===== src/rtl/rr_mask_arbiter.sv =====
// Masked round-robin arbiter: 8 requesters, one-hot registered grant.
// Define ARB_TIMEOUT_EN to build the grant watchdog (TIMEOUT_CYCLES).
module rr_mask_arbiter #(
    parameter int TIMEOUT_CYCLES = 15
) (
    input  logic       clock,
    input  logic       clear,
    input  logic [7:0] req,
    input  logic [2:0] mask_sel,
    input  logic       ack,
    output logic [7:0] grant,
    output logic [2:0] grant_id,
    output logic       grant_valid,
    output logic       busy,
    output logic       timeout,
    output logic [7:0] grant_cnt
);

    localparam logic [0:0] IDLE  = 1'b0;
    localparam logic [0:0] GRANT = 1'b1;

    logic [0:0] state;
    logic [2:0] ptr;
    logic [7:0] mask;
    logic [7:0] eligible;
    logic [2:0] winner;
    logic       found;
    logic       release_now;

    // mask[k] keeps requesters 0..k, i.e. 2^(k+1)-1
    always_comb begin
        mask = '0;
        for (int i = 0; i < 8; i++) begin
            mask[i] = (3'(i) <= mask_sel);
        end
        eligible = req & mask;
    end

    always_comb begin
        logic [2:0] idx;
        idx    = '0;
        found  = 1'b0;
        winner = ptr;
        for (int i = 0; i < 8; i++) begin
            idx = ptr + 3'(i);
            if (!found && eligible[idx]) begin
                found  = 1'b1;
                winner = idx;
            end
        end
    end

    assign release_now = ack | ~req[grant_id];
    assign grant_valid = |grant;
    assign busy        = (state == GRANT);

`ifdef ARB_TIMEOUT_EN
    localparam int CW = $clog2(TIMEOUT_CYCLES + 1);
    logic [CW-1:0] wdog;
    logic          timeout_q;

    assign timeout = timeout_q;

    always_ff @(posedge clock) begin
        if (clear) begin
            state     <= IDLE;
            ptr       <= '0;
            grant     <= '0;
            grant_id  <= '0;
            grant_cnt <= '0;
            wdog      <= '0;
            timeout_q <= 1'b0;
        end else begin
            timeout_q <= 1'b0;
            unique case (state)
                IDLE: begin
                    if (found) begin
                        state    <= GRANT;
                        grant    <= 8'd1 << winner;
                        grant_id <= winner;
                        wdog     <= '0;
                    end
                end
                GRANT: begin
                    // a release on the expiry edge takes precedence
                    if (release_now) begin
                        state <= IDLE;
                        grant <= '0;
                        ptr   <= grant_id + 3'd1;
                        if (ack) grant_cnt <= grant_cnt + 8'd1;
                    end else if (wdog == CW'(TIMEOUT_CYCLES - 1)) begin
                        state     <= IDLE;
                        grant     <= '0;
                        ptr       <= grant_id + 3'd1;
                        timeout_q <= 1'b1;
                    end else begin
                        wdog <= wdog + CW'(1);
                    end
                end
                default: state <= IDLE;
            endcase
        end
    end
`else
    assign timeout = 1'b0;

    always_ff @(posedge clock) begin
        if (clear) begin
            state     <= IDLE;
            ptr       <= '0;
            grant     <= '0;
            grant_id  <= '0;
            grant_cnt <= '0;
        end else begin
            unique case (state)
                IDLE: begin
                    if (found) begin
                        state    <= GRANT;
                        grant    <= 8'd1 << winner;
                        grant_id <= winner;
                    end
                end
                GRANT: begin
                    if (release_now) begin
                        state <= IDLE;
                        grant <= '0;
                        ptr   <= grant_id + 3'd1;
                        if (ack) grant_cnt <= grant_cnt + 8'd1;
                    end
                end
                default: state <= IDLE;
            endcase
        end
    end
`endif

endmodule


===== config.mk =====
export PLATFORM = sky130hd
export DESIGN_NAME = rr_mask_arbiter
export DESIGN_NICKNAME = d
export VERILOG_FILES = /design/src/rtl/rr_mask_arbiter.sv
export SDC_FILE = /design/constraint.sdc
export NUM_CORES = 1
export LEC_CHECK = 0
export CAP_MARGIN = 20
export CORE_ASPECT_RATIO = 0.7
export CORE_MARGIN = 2
export CORE_UTILIZATION = 45
export CTS_BUF_LIST = sky130_fd_sc_hd__clkbuf_8
export DETAILED_ROUTE_END_ITERATION = 6
export HOLD_SLACK_MARGIN = 0.02
export PLACE_DENSITY = 0.8
export SYNTH_ARGS = -nofsm -noshare
export SYNTH_HDL_FRONTEND = slang
export SYNTH_SLANG_ARGS = --single-unit
export TNS_END_PERCENT = 30

===== constraint.sdc =====
create_clock -name clock -period 3.8 [get_ports clock]
set_input_delay 0.38 -clock clock [delete_from_list [all_inputs] [get_ports clock]]
set_output_delay 0.38 -clock clock [all_outputs]
set_load 0.03 [all_outputs]

; ---- After elaboration in Yosys (flattened, before gate mapping)
; Cells that the tools add are included.
[classes]
n_shift = 1
reduce_logical = 19
div = 0
bitwise = 4
mul = 0
eq_ne = 2
n_mux = 39
magnitude_cmp = 17
addsub = 9
[ops]
columns = operator, n
row1 = "3-bit by 4-bit < comparator with 1-bit output, second input constant", 9
row2 = 1-bit binary-select mux with 3-bit select, 9
row3 = 3-bit two-way mux, 7
row4 = 1-bit two-way mux, 19
row5 = 8-bit two-way mux, 2
row6 = 8-bit one-hot mux with 2 select lines, 1
row7 = "3-bit adder, second input constant", 4
row8 = "3-bit <= comparator, first input constant", 4
row9 = "8-bit by 1-bit adder with 8-bit output, second input constant", 1
row10 = 8-bit AND, 1
row11 = 8-bit OR reduction, 1
row12 = "1-bit by 3-bit left shift with 8-bit output, first input constant", 1
row13 = 1-bit logical AND, 7
row14 = 1-bit logical NOT, 7
row15 = "3-bit by 1-bit adder with 3-bit output, second input constant", 2
row16 = "3-bit by 2-bit adder with 3-bit output, second input constant", 2
row17 = "1-bit by 3-bit <= comparator with 1-bit output, first input constant", 2
row18 = "2-bit by 3-bit <= comparator with 1-bit output, first input constant", 2
row19 = 2-bit AND reduction, 3
row20 = 3-bit AND reduction, 1
row21 = "2-bit by 1-bit inequality test with 1-bit output, second input constant", 1
row22 = "2-bit inequality test, second input constant", 1
row23 = 1-bit NOT, 2
row24 = 1-bit one-hot mux with 2 select lines, 1
row25 = 1-bit bitwise OR, 1
[totals]
ramBits = 0
latchBits = 0
mem_bits_ro = 0
memories = 0
register_bits = 23

; ---- Longest topological paths before layout
[depth]
ltp_word = 29
ltp_mapped = 13
mapped_depth_nobuf = 11

; ---- Least setup slack after synthesis
; OpenSTA, ideal clock, no wires.
[synth_path]
path_type = register to register
start = reg ptr[1]
end = reg grant_id[2]
setup_time_ns = 0.063
stages_incl_launch_ff = 12
period_less_slack_ns = 2.972
required_ns = 3.737
arrival_time_ns = 2.909
slack_ns = 0.828
cell_sequence = dfxtp_1 -> buf_4 -> clkinv_1 -> ha_1 -> clkbuf_1 -> mux4_2 -> o22ai_1 -> a22oi_1 -> a211o_1 -> buf_6 -> mux2_4 -> nor2_2
[synth_via]
elab_chain_cells = 25
word_cells_on_any_way = 53
classes_between = add/sub: 7 / mux: 31 / reduce/logical: 15
[synth_lines]
columns = item, line
row1 = start: declaration, 23  ; logic [2:0] ptr;
row2 = start signal: assignment, 127  ; ptr <= grant_id + 3'd1;
row3 = branches (longest 25 deep; another with 3-bit by 1-bit adder with 3-bit output), --
row4 = end signal: assignment, 120  ; grant_id <= winner;
row5 = end: declaration, 12  ; output logic [2:0] grant_id,
; Several ways; the timed one is not identified. The select of a mux whose other input is x is not followed.
; A chain may end at the register's enable or synchronous reset.

; ---- Final worst setup path
[layout_path]
start = reg ptr[0]
end = reg grant[1]
[layout_via]
elab_chain_cells = 27
word_cells_on_any_way = 57
classes_between = add/sub: 7 / eq/ne: 1 / shift: 1 / mux: 33 / reduce/logical: 15
[layout_lines]
columns = item, line
row1 = branches (longest 27 deep; another with 3-bit by 1-bit adder with 3-bit output), --
row2 = end signal: assignment, 119  ; grant <= 8'd1 << winner;
row3 = end: declaration, 11  ; output logic [7:0] grant,
; Several ways; the timed one is not identified. The select of a mux whose other input is x is not followed.

==> metrics.md <==
| Metric | Value |
|---|---|
| Core area | `4329 sq um` |
| CTS Sinks | `23` |
| Pins Over Slew Limit | `0` |
| Most frequent cells in the layout | `clkdlybuf4s50_1, nor2_1, dfxtp_1, nand2_1, a21oi_1` |
| First-pass GRT wire length | `8.687 mm` |
| Fill cells | `386` |
| CP required | `3960 ps` |
| Gr usage total | `0.2158` |
| Slew Limit Headroom | `0.5492` |
| Drt total wl | `5.258 mm` |
| Fin crit period | `3273 ps` |
| WL per Instance | `16.53 um` |
| Switch share | `0.5030` |
| CP Capture Type | `flop` |
| Net Switching | `0.0009303 W` |
| Hold buffer count at cts | `0` |
| DR pass1 iterations | `5` |
| Initial antenna violation count | `0` |
| Post-route ant nets | `0` |
| Total CTS buffers | `3` |
| GP Congestion | `between 0.9 and 1` |
| CTS resizes | `0` |
| Total congestion overflow | `0` |
| Mapped Area | `2032 sq um` |
| Clk root buf | `clkbuf_8` |
| Status | `finished, final reports clean` |
| FP Rows | `20` |
| Number of global-route vias before repair | `1749` |
| Synth warn | `0` |
| Met1 Routed Length | `approximately 2.6 mm` |
| Slew @ Worst Pin | `slightly below 700 ps` |
| HP Class | `flop to flop` |
| Chip Height | `between 60 and 70 um` |
| Chip width | `84.32 um` |
| Worst path arrival time | `3430 ps` |
| H-tree lvl count | `1` |
| TNS Setup | `0 ps` |
| Met3 wire len | `slightly below 500 um` |
| Combinational share of power | `0.722` |
| Worst skew pair latency | `260 ps` |
| DR top layer | `met4` |
| Layout Nets | `282` |
| Share of power burned in registers | `0.200` |
| Worst Clk Skew | `6.436 ps` |
| Cell area power density | `759.5 nW/um^2` |
| Final setup viols | `0` |
| Synthesis-to-layout area growth | `19.83%` |
| MaxCap Viol Count | `0` |
| IO Pins | `36` |
| Fin util | `0.5624` |
| Synth cell types | `73` |
| Initial Utilization | `0.4694` |
| CTS tree | `yes` |
| Reg clk slew, reported paths | `80 ps` |
| Fmax | `0.3055 GHz` |
| Largest net degree at the start of global routing | `23` |
| Critical Path Start Type | `flop` |
| Total die area | `between 5000 and 6000 sq um` |
| CTS max path bufs | `2` |
| RSZ-0062 raised after global routing | `no` |
| DRT iter0 DRCs | `150` |
| Top_reg_cell synth | `dfxtp_1` |
| Via count | `1916` |
| Routed vias/inst | `6.025` |
| Fin. Hold Viols | `0` |
| Pleak | `approximately 0.89 nW` |
| Setup bufs post-CTS | `0` |
| Post-synth EDFFs | `0` |
| Synth Area per Inst | `between 8 and 9 sq um` |
| Critical path fanouts, max | `7` |
| Tcrit/Tclk final | `0.8614` |
| Clock power frac | `0.078` |
| Critical path type | `flop to flop` |
| DP HPWL | `approximately 4.2 mm` |
| Register bit count reported by yosys | `23` |
| VDD IR max | `0.0005068 V` |
| Layout cells sized above 1 | `0.1559` |
| Gate Count Post-Synth | `232` |
| Sequential element share of the synthesized area | `0.2266` |
| Most common cell after layout, fill and taps aside | `clkdlybuf4s50_1` |
| Port buffer count | `34` |
| Met2 Wirelength | `2.122 mm` |
| # DRC | `0` |
| Ys async rst share | `0` |
| Internal power | `0.0009190 W` |
| # diodes | `0` |
| Syn_nets | `250` |
## logic make-up after synthesis
kind of cell,Yosys count,synth area share
adders and majority gates,4,0.02463
muxes,16,0.1133
DFF,23,0.2266
other,1,0.001846
buffers and inverters,21,0.06034
xor gates and xnor gates,13,0.06342
and+or+nand+nor,80,0.2069
AOI/OAI and AO/OA,74,0.3030
## metrics by stage
stage               cell area [sq um]  cells  power [W]  hold slack, ps  setup WS [ps]
floorplan                        2032    232   0.001373           540.1          828.2
global placement                 2390    314   0.001668           463.7          302.7
detailed placement               2390    314   0.001682           469.6          305.0
CTS                              2435    318   0.001830           480.2          563.1
global route                     2435    318   0.001976           510.3          261.6
finish                           2435    318   0.001849           482.1          526.9
## path summary, 6_finish.rpt
check / from / endpoint / slack, ps / depth (start not counted)
hold reg to reg: grant[5] / grant[5] / 480 / 2
hold / removal: grant[5] / grant[5] / 480 / 2
setup / recovery: ptr[0] / grant[1] / 530 / 11
setup reg to reg: ptr[0] / grant[1] / 530 / 11
## synthesized netlist by cell type, types with 5 or more instances
cell / n / area share
mux4_2: 5 / 0.055
nand3_1: 10 / 0.025
a211oi_1: 9 / 0.033
o31ai_1: 5 / 0.018
a21oi_1: 11 / 0.027
xor2_1: 7 / 0.030
inv_1: 7 / 0.013
mux2i_1: 8 / 0.039
nand2_1: 16 / 0.030
nor2_1: 25 / 0.046
dfxtp_1: 23 / 0.23
## routing by layer
| metal | vias up | global-route usage |
|---|---|---|
| met1 | 882 | 0.3255 |
| li1 | 947 | - |
| met4 | 0 | 0.04608 |
| met3 | 6 | 0.05801 |
| met5 | - | 0 |
| met2 | 81 | 0.3039 |
## cell type report
cell class,instances,area [sq um],area share
clock buffers,3,41.29,0.01696
clock inverters,1,3.754,0.001542
inverters,9,33.78,0.01387
multi-input cells,188,1449,0.5951
flip-flops and latches,23,460.4,0.1891
well taps,55,68.82,0.02826
repair buffers,39,377.9,0.1552
## worst max-delay path: stages, from the launching register on
cell       delay, ps
dfxtp_1          390
inv_1            170
ha_1             310
xnor2_1          450
a2111oi_2        110
o21ai_0          320
nand4bb_1        230
nor3_2           330
a21oi_2          180
and2b_1          240
and2_1           180
a32o_2           260
## state kept, by name, indices dropped and copies added, names as in the netlist
| name | flops |
|---|---|
| grant_id | 3 |
| ptr | 3 |
| grant | 8 |
| grant_cnt | 8 |
| busy | 1 |
## power by group through the flow
stage	registers, W	logic (W)	clock network, W
after floorplan	0.000425	0.000948	0
after global placement	0.000372	0.00130	0
after detailed placement	0.000373	0.00131	0
after CTS	0.000368	0.00132	0.000147
after global routing	0.000379	0.00144	0.000161
final	0.000369	0.00133	0.000145
(Power assumes the default switching activity.)
